===== src/rtl/fp_pow2_pkg.sv =====
// Shared types and width/threshold helpers for the power-of-two float generator.
package fp_pow2_pkg;

  typedef enum logic [1:0] {CLS_NORM, CLS_SUB, CLS_OVF, CLS_UNF} pow2_cls_t;

  function automatic int bias(input int exp_bits);
    return (1 << (exp_bits - 1)) - 1;
  endfunction

  function automatic int fp_bits(input int exp_bits, input int man_bits);
    return 1 + exp_bits + man_bits;
  endfunction

  // Class bounds on the biased exponent e = a + BIAS: a > BIAS is e >= 2^EXP_BITS - 1.
  function automatic int e_ovf_min(input int exp_bits);
    return (1 << exp_bits) - 1;
  endfunction

  function automatic int e_norm_min();
    return 1;
  endfunction

  function automatic int e_sub_min(input int man_bits);
    return 1 - man_bits;
  endfunction

endpackage


===== src/rtl/fp_two_int_power_pipe_if.sv =====
// Beat-level handshake bundle for fp_two_int_power_pipe; slave is the block's view.
interface fp_two_int_power_pipe_if
  import fp_pow2_pkg::*;
#(
  parameter int EXP_BITS = 5,
  parameter int MAN_BITS = 10,
  parameter int INT_BITS = 16,
  parameter int NCH      = 1
);
  localparam int FP_BITS = fp_bits(EXP_BITS, MAN_BITS);

  logic                    in_valid;
  logic                    in_ready;
  logic [NCH*INT_BITS-1:0] a;
  logic                    out_valid;
  logic                    out_ready;
  logic [NCH*FP_BITS-1:0]  c;
  logic [NCH-1:0]          ovf;
  logic [NCH-1:0]          unf;
  logic [NCH-1:0]          sub;

  modport master (output in_valid, a, out_ready,
                  input  in_ready, out_valid, c, ovf, unf, sub);
  modport slave  (input  in_valid, a, out_ready,
                  output in_ready, out_valid, c, ovf, unf, sub);
endinterface


===== src/rtl/fp_pow2_lane.sv =====
// One lane of 2^a: S1 biases and classifies, S2 packs the float and flags.
// FP_TWO_POW_SUBNORMAL_EN enables subnormal outputs; otherwise they flush to +0.
module fp_pow2_lane
  import fp_pow2_pkg::*;
#(
  parameter int EXP_BITS = 5,
  parameter int MAN_BITS = 10,
  parameter int INT_BITS = 16,
  parameter int FP_BITS  = fp_bits(EXP_BITS, MAN_BITS)
) (
  input  logic                clk,
  input  logic                rst,
  input  logic                en1,
  input  logic                en2,
  input  logic [INT_BITS-1:0] a,
  output logic [FP_BITS-1:0]  c,
  output logic                ovf,
  output logic                unf,
  output logic                sub
);
  typedef logic signed [INT_BITS:0] ext_t;

  localparam ext_t BIAS_X = ext_t'(bias(EXP_BITS));
  localparam ext_t E_OVF  = ext_t'(e_ovf_min(EXP_BITS));
  localparam ext_t E_NORM = ext_t'(e_norm_min());
`ifdef FP_TWO_POW_SUBNORMAL_EN
  localparam ext_t E_SUB   = ext_t'(e_sub_min(MAN_BITS));
  localparam int   EQ_BITS = INT_BITS + 1;
`else
  localparam int   EQ_BITS = EXP_BITS;
`endif

  ext_t             e;
  pow2_cls_t        cls;
  logic [EQ_BITS-1:0] e_q;
  pow2_cls_t        cls_q;

  // One extra bit of headroom means a + BIAS can never wrap.
  assign e = ext_t'({a[INT_BITS-1], a}) + BIAS_X;

  always_comb begin
    // NOTE: assigning a default before any branch keeps combinational blocks latch-free.
    cls = CLS_UNF;
    if (e >= E_OVF)       cls = CLS_OVF;
    else if (e >= E_NORM) cls = CLS_NORM;
`ifdef FP_TWO_POW_SUBNORMAL_EN
    else if (e >= E_SUB)  cls = CLS_SUB;
`endif
  end

  // NOTE: every register here is reset, including datapath, so outputs read 0 during rst.
  always_ff @(posedge clk or posedge rst) begin
    if (rst) begin
      // NOTE: sequential state uses non-blocking assignments only.
      e_q   <= '0;
      cls_q <= CLS_UNF;
    end else if (en1) begin
      e_q   <= e[EQ_BITS-1:0];
      cls_q <= cls;
    end
  end

`ifdef FP_TWO_POW_SUBNORMAL_EN
  logic [EQ_BITS-1:0]  sh;
  logic [MAN_BITS-1:0] man_sub;
  assign sh      = e_q + EQ_BITS'(MAN_BITS - 1);
  assign man_sub = MAN_BITS'(1) << sh;
`endif

  logic [FP_BITS-1:0] c_d;
  logic               ovf_d, unf_d, sub_d;

  always_comb begin
    c_d   = '0;
    ovf_d = 1'b0;
    unf_d = 1'b0;
    sub_d = 1'b0;
    unique case (cls_q)
      CLS_NORM: c_d = {1'b0, e_q[EXP_BITS-1:0], {MAN_BITS{1'b0}}};
      CLS_OVF: begin
        c_d   = {1'b0, {EXP_BITS{1'b1}}, {MAN_BITS{1'b0}}};
        ovf_d = 1'b1;
      end
`ifdef FP_TWO_POW_SUBNORMAL_EN
      CLS_SUB: begin
        c_d   = {1'b0, {EXP_BITS{1'b0}}, man_sub};
        sub_d = 1'b1;
      end
`endif
      default: unf_d = 1'b1;
    endcase
  end

  always_ff @(posedge clk or posedge rst) begin
    if (rst) begin
      c   <= '0;
      ovf <= 1'b0;
      unf <= 1'b0;
      sub <= 1'b0;
    end else if (en2) begin
      c   <= c_d;
      ovf <= ovf_d;
      unf <= unf_d;
      sub <= sub_d;
    end
  end

endmodule


===== src/rtl/fp_two_int_power_pipe.sv =====
// Multi-lane two-stage 2^a float generator with valid/ready backpressure.
// Subnormal generation is controlled by FP_TWO_POW_SUBNORMAL_EN inside fp_pow2_lane.
module fp_two_int_power_pipe
  import fp_pow2_pkg::*;
#(
  parameter int EXP_BITS = 5,
  parameter int MAN_BITS = 10,
  parameter int INT_BITS = 16,
  parameter int NCH      = 1
) (
  input  logic                    clk,
  input  logic                    rst,
  fp_two_int_power_pipe_if.slave  bus
);
  localparam int FP_BITS = fp_bits(EXP_BITS, MAN_BITS);

  logic s1_valid, s2_valid;
  logic en1, en2;

  // A stage may load when it is empty or its successor is draining it this cycle.
  assign en2           = !s2_valid || bus.out_ready;
  assign en1           = !s1_valid || en2;
  assign bus.in_ready  = en1;
  assign bus.out_valid = s2_valid;

  always_ff @(posedge clk or posedge rst) begin
    if (rst) begin
      s1_valid <= 1'b0;
      s2_valid <= 1'b0;
    end else begin
      if (en1) s1_valid <= bus.in_valid;
      if (en2) s2_valid <= s1_valid;
    end
  end

  // Lane registers only move on real beats, so bubbles leave the outputs untouched.
  for (genvar k = 0; k < NCH; k++) begin : g_lane
    fp_pow2_lane #(
      .EXP_BITS (EXP_BITS),
      .MAN_BITS (MAN_BITS),
      .INT_BITS (INT_BITS),
      .FP_BITS  (FP_BITS)
    ) u_lane (
      .clk (clk),
      .rst (rst),
      .en1 (en1 && bus.in_valid),
      .en2 (en2 && s1_valid),
      .a   (bus.a[k*INT_BITS +: INT_BITS]),
      .c   (bus.c[k*FP_BITS +: FP_BITS]),
      .ovf (bus.ovf[k]),
      .unf (bus.unf[k]),
      .sub (bus.sub[k])
    );
  end

endmodule


===== src/flat_wrapper.sv =====
// flat-port wrapper written by rule: the top's interface ports become plain ports
module fp_two_int_power_pipe_flat import fp_pow2_pkg::*;
#(
  parameter int EXP_BITS = 5,
  parameter int MAN_BITS = 10,
  parameter int INT_BITS = 16,
  parameter int NCH      = 1
)
  (clk, rst, bus_in_valid, bus_a, bus_out_ready, bus_in_ready, bus_out_valid, bus_c, bus_ovf, bus_unf, bus_sub);
  fp_two_int_power_pipe_if #(.EXP_BITS(EXP_BITS), .MAN_BITS(MAN_BITS), .INT_BITS(INT_BITS), .NCH(NCH)) bus_i ();
  input  logic clk;
  input  logic rst;
  input wire logic [$bits(bus_i.in_valid)-1:0] bus_in_valid;
  input wire logic [$bits(bus_i.a)-1:0] bus_a;
  input wire logic [$bits(bus_i.out_ready)-1:0] bus_out_ready;
  output wire logic [$bits(bus_i.in_ready)-1:0] bus_in_ready;
  output wire logic [$bits(bus_i.out_valid)-1:0] bus_out_valid;
  output wire logic [$bits(bus_i.c)-1:0] bus_c;
  output wire logic [$bits(bus_i.ovf)-1:0] bus_ovf;
  output wire logic [$bits(bus_i.unf)-1:0] bus_unf;
  output wire logic [$bits(bus_i.sub)-1:0] bus_sub;
  assign bus_i.in_valid = bus_in_valid;
  assign bus_i.a = bus_a;
  assign bus_i.out_ready = bus_out_ready;
  assign bus_in_ready = bus_i.in_ready;
  assign bus_out_valid = bus_i.out_valid;
  assign bus_c = bus_i.c;
  assign bus_ovf = bus_i.ovf;
  assign bus_unf = bus_i.unf;
  assign bus_sub = bus_i.sub;
  fp_two_int_power_pipe #(.EXP_BITS(EXP_BITS), .MAN_BITS(MAN_BITS), .INT_BITS(INT_BITS), .NCH(NCH)) u_core (.clk(clk), .rst(rst), .bus(bus_i));
endmodule

===== config.mk =====
export PLATFORM = sky130hd
export DESIGN_NAME = fp_two_int_power_pipe_flat
export DESIGN_NICKNAME = d
export VERILOG_FILES = /design/src/rtl/fp_pow2_pkg.sv /design/src/rtl/fp_two_int_power_pipe_if.sv /design/src/rtl/fp_pow2_lane.sv /design/src/rtl/fp_two_int_power_pipe.sv /design/src/flat_wrapper.sv
export SDC_FILE = /design/constraint.sdc
export NUM_CORES = 1
export LEC_CHECK = 0
export BUFFER_PORTS_ARGS = -buffer_cell sky130_fd_sc_hd__buf_4
export CAP_MARGIN = 40
export CELL_PAD_IN_SITES_DETAIL_PLACEMENT = 1
export CELL_PAD_IN_SITES_GLOBAL_PLACEMENT = 1
export CORE_MARGIN = 4
export CORE_UTILIZATION = 35
export DETAILED_ROUTE_END_ITERATION = 12
export GPL_TIMING_DRIVEN = 0
export PLACE_DENSITY_LB_ADDON = 0.1
export SYNTH_ARGS = -nofsm -noshare
export SYNTH_HDL_FRONTEND = slang
export SYNTH_SLANG_ARGS = --single-unit

===== constraint.sdc =====
create_clock -name clk -period 1.8 [get_ports clk]
set_clock_uncertainty 0.15 [all_clocks]
set_input_delay 0.18 -clock clk [delete_from_list [all_inputs] [get_ports clk]]
set_output_delay 0.18 -clock clk [all_outputs]
set_load 0.02 [all_outputs]

==> results.toml <==
[timing]
rsz0062_at_grt = "yes"
relSlewSlack_pct = 61.03
hold-worst-slack_ns = 0.03914
hold_viol_final = 0
drv_slew = 0
finalSetupViolCount = 0
fmax_ghz = 0.5613
finalCritPeriodShare_pct = 98.99
post-route-min-period_ns = 1.782
tightest_slew_ns = 0.5839

[yosys]
ys.warnings.count = 0
synthesis.instances = 137
synth_seq_cells = 16
yosysUniqueCellTypes = 40
synth_edf_count = 0
syn-cell-area_mm2 = 0.001155
yosysSeqAreaShare_pct = 34.89
async_flop_share_pct = 100.0
synth_flop_cell = "dfrtp_1"
avgSynthCellArea_um2 = 8.430

[floorplanning]
die_width_um = 65.44
die_area_mm2 = 0.004282
rows = 20
ios = 41
die_h_um = 65.44
initial_core_util_pct = 37.22
design.core.area_mm2 = 0.003103

[cts]
clock-sinks = 16
root_buffer = "clkbuf_4"
clk_pin_slew_worst_paths_ns = 0.09
htreeDepth = 1
worstSkewPairLatency_ns = 0.28
cts_max_path_buffers = 2
cts_inserted_buffers = 3
cts_tree = "done"

[setup_path]
worstReg2RegStart = "u_core.bus.out_valid"
critPathLaunch = "bus_a[2]"
cp.required_ns = 1.88
startpoint_type = "primary input"
cp_max_fo = 10
reg2regPathDepth = 6
crit_type = "primary input to flip-flop"
r2r-end = "u_core.g_lane[0].u_lane.cls_q[0]"
arrival_ns = 1.86
r2r_slack_ns = 0.04
endpoint_kind = "flip-flop"

[placed_design]
gp_congestion = 0.6899
io_buffers = 25
hpwl_um = 2335

[route]
via_per_inst = 4.863
drc = 0
dr.first_iter.drc_count = 11
wl_per_cell_um = 12.97
vias = 1104
dr.pass1.iters = 3
postRouteAntennaNets = 0
drt-total-wl_um = 2945

[pwr]
switching_share_pct = 32.34
p_switching_w = 0.0003404
power_density_mw_per_mm2 = 665.0
seqPwrFrac_pct = 43.3
intPower_w = 0.0007122
combPwrFrac_pct = 35.1
pwr-share-clk_pct = 21.6
finalPower_w = 0.001053
p_leak_nw = 0.7001
irDropWorstVdd_v = 0.0002323

[hold_path]
min_to = "u_core.bus.out_valid"
hold_path_class = "primary input to flip-flop"
whs_path_depth = 3
hp-start = "bus_out_ready"

[finish]
nets = 206
final_common_cell = "buf_4"
syn2layout_area_growth_pct = 37.05
fillers = 411
drive_gt1_share_pct = 33.88
final_cell_mix = "39 x buf_4, 16 x nand2_1, 14 x dfrtp_1, 12 x conb_1, 10 x nor2_1"
n_antenna_cell = 0
utilization_pct = 51.01

[global_route]
grt_pass1_wl_um = 4871
first_global_vias = 1140
grt-ovfl-total = 0
antenna_found_initial = 0
grt_usage_pct = 14.67
grt_max_degree = 17

[status]
outcome = "finished clean"

[job]
drv_cap = 0
-- layer usage --
layer  wire (um)  vias up  share of wire, %  global-route usage [%]
li1            -      559                 -                       -
met1        1175      518                40                   16.06
met2        1600       25                54                   27.43
met3         140        2               4.8                   2.051
met4          30        0               1.0                   6.995
met5           0        -                 0                       0
-- worst max-delay path by stage --
stage,endpoint,slack [ns],cells after the start
floorplan,u_core.g_lane[0].u_lane.cls_q[0],-0.15,7
global placement,u_core.g_lane[0].u_lane.cls_q[0],-0.47,9
detailed placement,u_core.g_lane[0].u_lane.cls_q[0],-0.53,9
CTS,u_core.g_lane[0].u_lane.cls_q[0],0.03,7
global route,u_core.g_lane[0].u_lane.cls_q[0],-0.09,6
finish,u_core.g_lane[0].u_lane.cls_q[0],0.02,7
-- critical path: stages --
cell      delay [ns]
buf_12          0.12
or4_4           0.56
a2111o_1        0.40
o211ai_1        0.10
o21ai_1         0.10
nor4_2          0.20
a31o_2          0.21
-- layout make-up --
cell class / count / area (um^2) / share of cell area (%)
plain buffers: 17 / 133.9 / 8.458
well taps: 44 / 55.05 / 3.478
multi-input cells: 110 / 686.9 / 43.40
flip-flops and latches: 16 / 402.9 / 25.45
repair buffers: 31 / 244.0 / 15.42
clock buffers: 4 / 36.28 / 2.292
inverters: 5 / 23.77 / 1.502
-- flip-flops by register name, indices dropped and copies added (netlist names) --
signal / count
u_core.g_lane.u_lane.cls_q: 2
u_core.g_lane.u_lane.ovf: 1
u_core.g_lane.u_lane.unf: 1
u_core.bus.out_valid: 1
u_core.g_lane.u_lane.c: 5
u_core.g_lane.u_lane.e_q: 5
u_core.s1_valid: 1
-- cells by family (layout without fill, tap and decap cells) --
| family | after synthesis | count (layout) | synth area share [%] |
|---|---|---|---|
| simple gates | 62 | 62 | 29.69 |
| compound gates | 27 | 27 | 15.28 |
| buf+inv | 22 | 57 | 12.03 |
| flops | 16 | 16 | 34.89 |
| xor+xnor | 5 | 5 | 3.793 |
| fa+ha+maj | 2 | 2 | 2.167 |
| mux | 2 | 2 | 1.842 |
| other cells | 1 | 12 | 0.3247 |
-- power by group through the flow --
stage,logic (W),clock network (W),registers (W)
final,0.000369,0.000227,0.000456
after global routing,0.000406,0.000257,0.000466
after CTS,0.000359,0.000239,0.000456
after detailed placement,0.000347,0,0.000463
after global placement,0.000336,0,0.000459
after floorplan,0.000172,0,0.000501
-- cells in the mapped netlist (all sizes together) (2+ instances only) --
| cell | instances | area (um^2) |
|---|---|---|
| nand3 | 5 | 25.02 |
| buf | 15 | 112.6 |
| dfstp | 2 | 52.55 |
| nand2 | 17 | 63.81 |
| nand4b | 4 | 35.03 |
| o31ai | 5 | 37.54 |
| dfrtp | 14 | 350.3 |
| nor2 | 10 | 37.54 |
| o21ai | 10 | 50.04 |
| o211ai | 3 | 22.52 |
| or3 | 2 | 13.77 |
| ha | 2 | 25.02 |
| xor2 | 2 | 17.52 |
| nor4 | 4 | 31.28 |
| nand4 | 4 | 25.02 |
| nand2b | 4 | 25.02 |
| nor3 | 3 | 15.01 |
| xnor2 | 3 | 26.28 |
| a21oi | 4 | 20.02 |
| inv | 5 | 18.77 |
| nand3b | 4 | 30.03 |
| clkbuf | 2 | 7.510 |
-- through the flow --
| step | worst slack, ns | setup TNS (ns) | std cells | instance area [um^2] |
|---|---|---|---|---|
| finish | 0.01826 | 0 | 227 | 1583 |
| global route | -0.09383 | -0.1045 | 227 | 1583 |
| CTS | 0.02766 | 0 | 223 | 1534 |
| detailed placement | -0.5289 | -1.028 | 217 | 1451 |
| global placement | -0.4653 | -0.9087 | 217 | 1451 |
| floorplan | -0.1457 | -0.2478 | 148 | 1209 |
-- what timing repair did --
action                                 CTS  global route
pin swaps                                0             4
gates resized for setup                  7             6
endpoints found under the hold margin   15             1
hold buffers                             2             1
setup endpoints to repair                2             2
setup buffers                            0             3
Power figures use the tool's default switching activity.
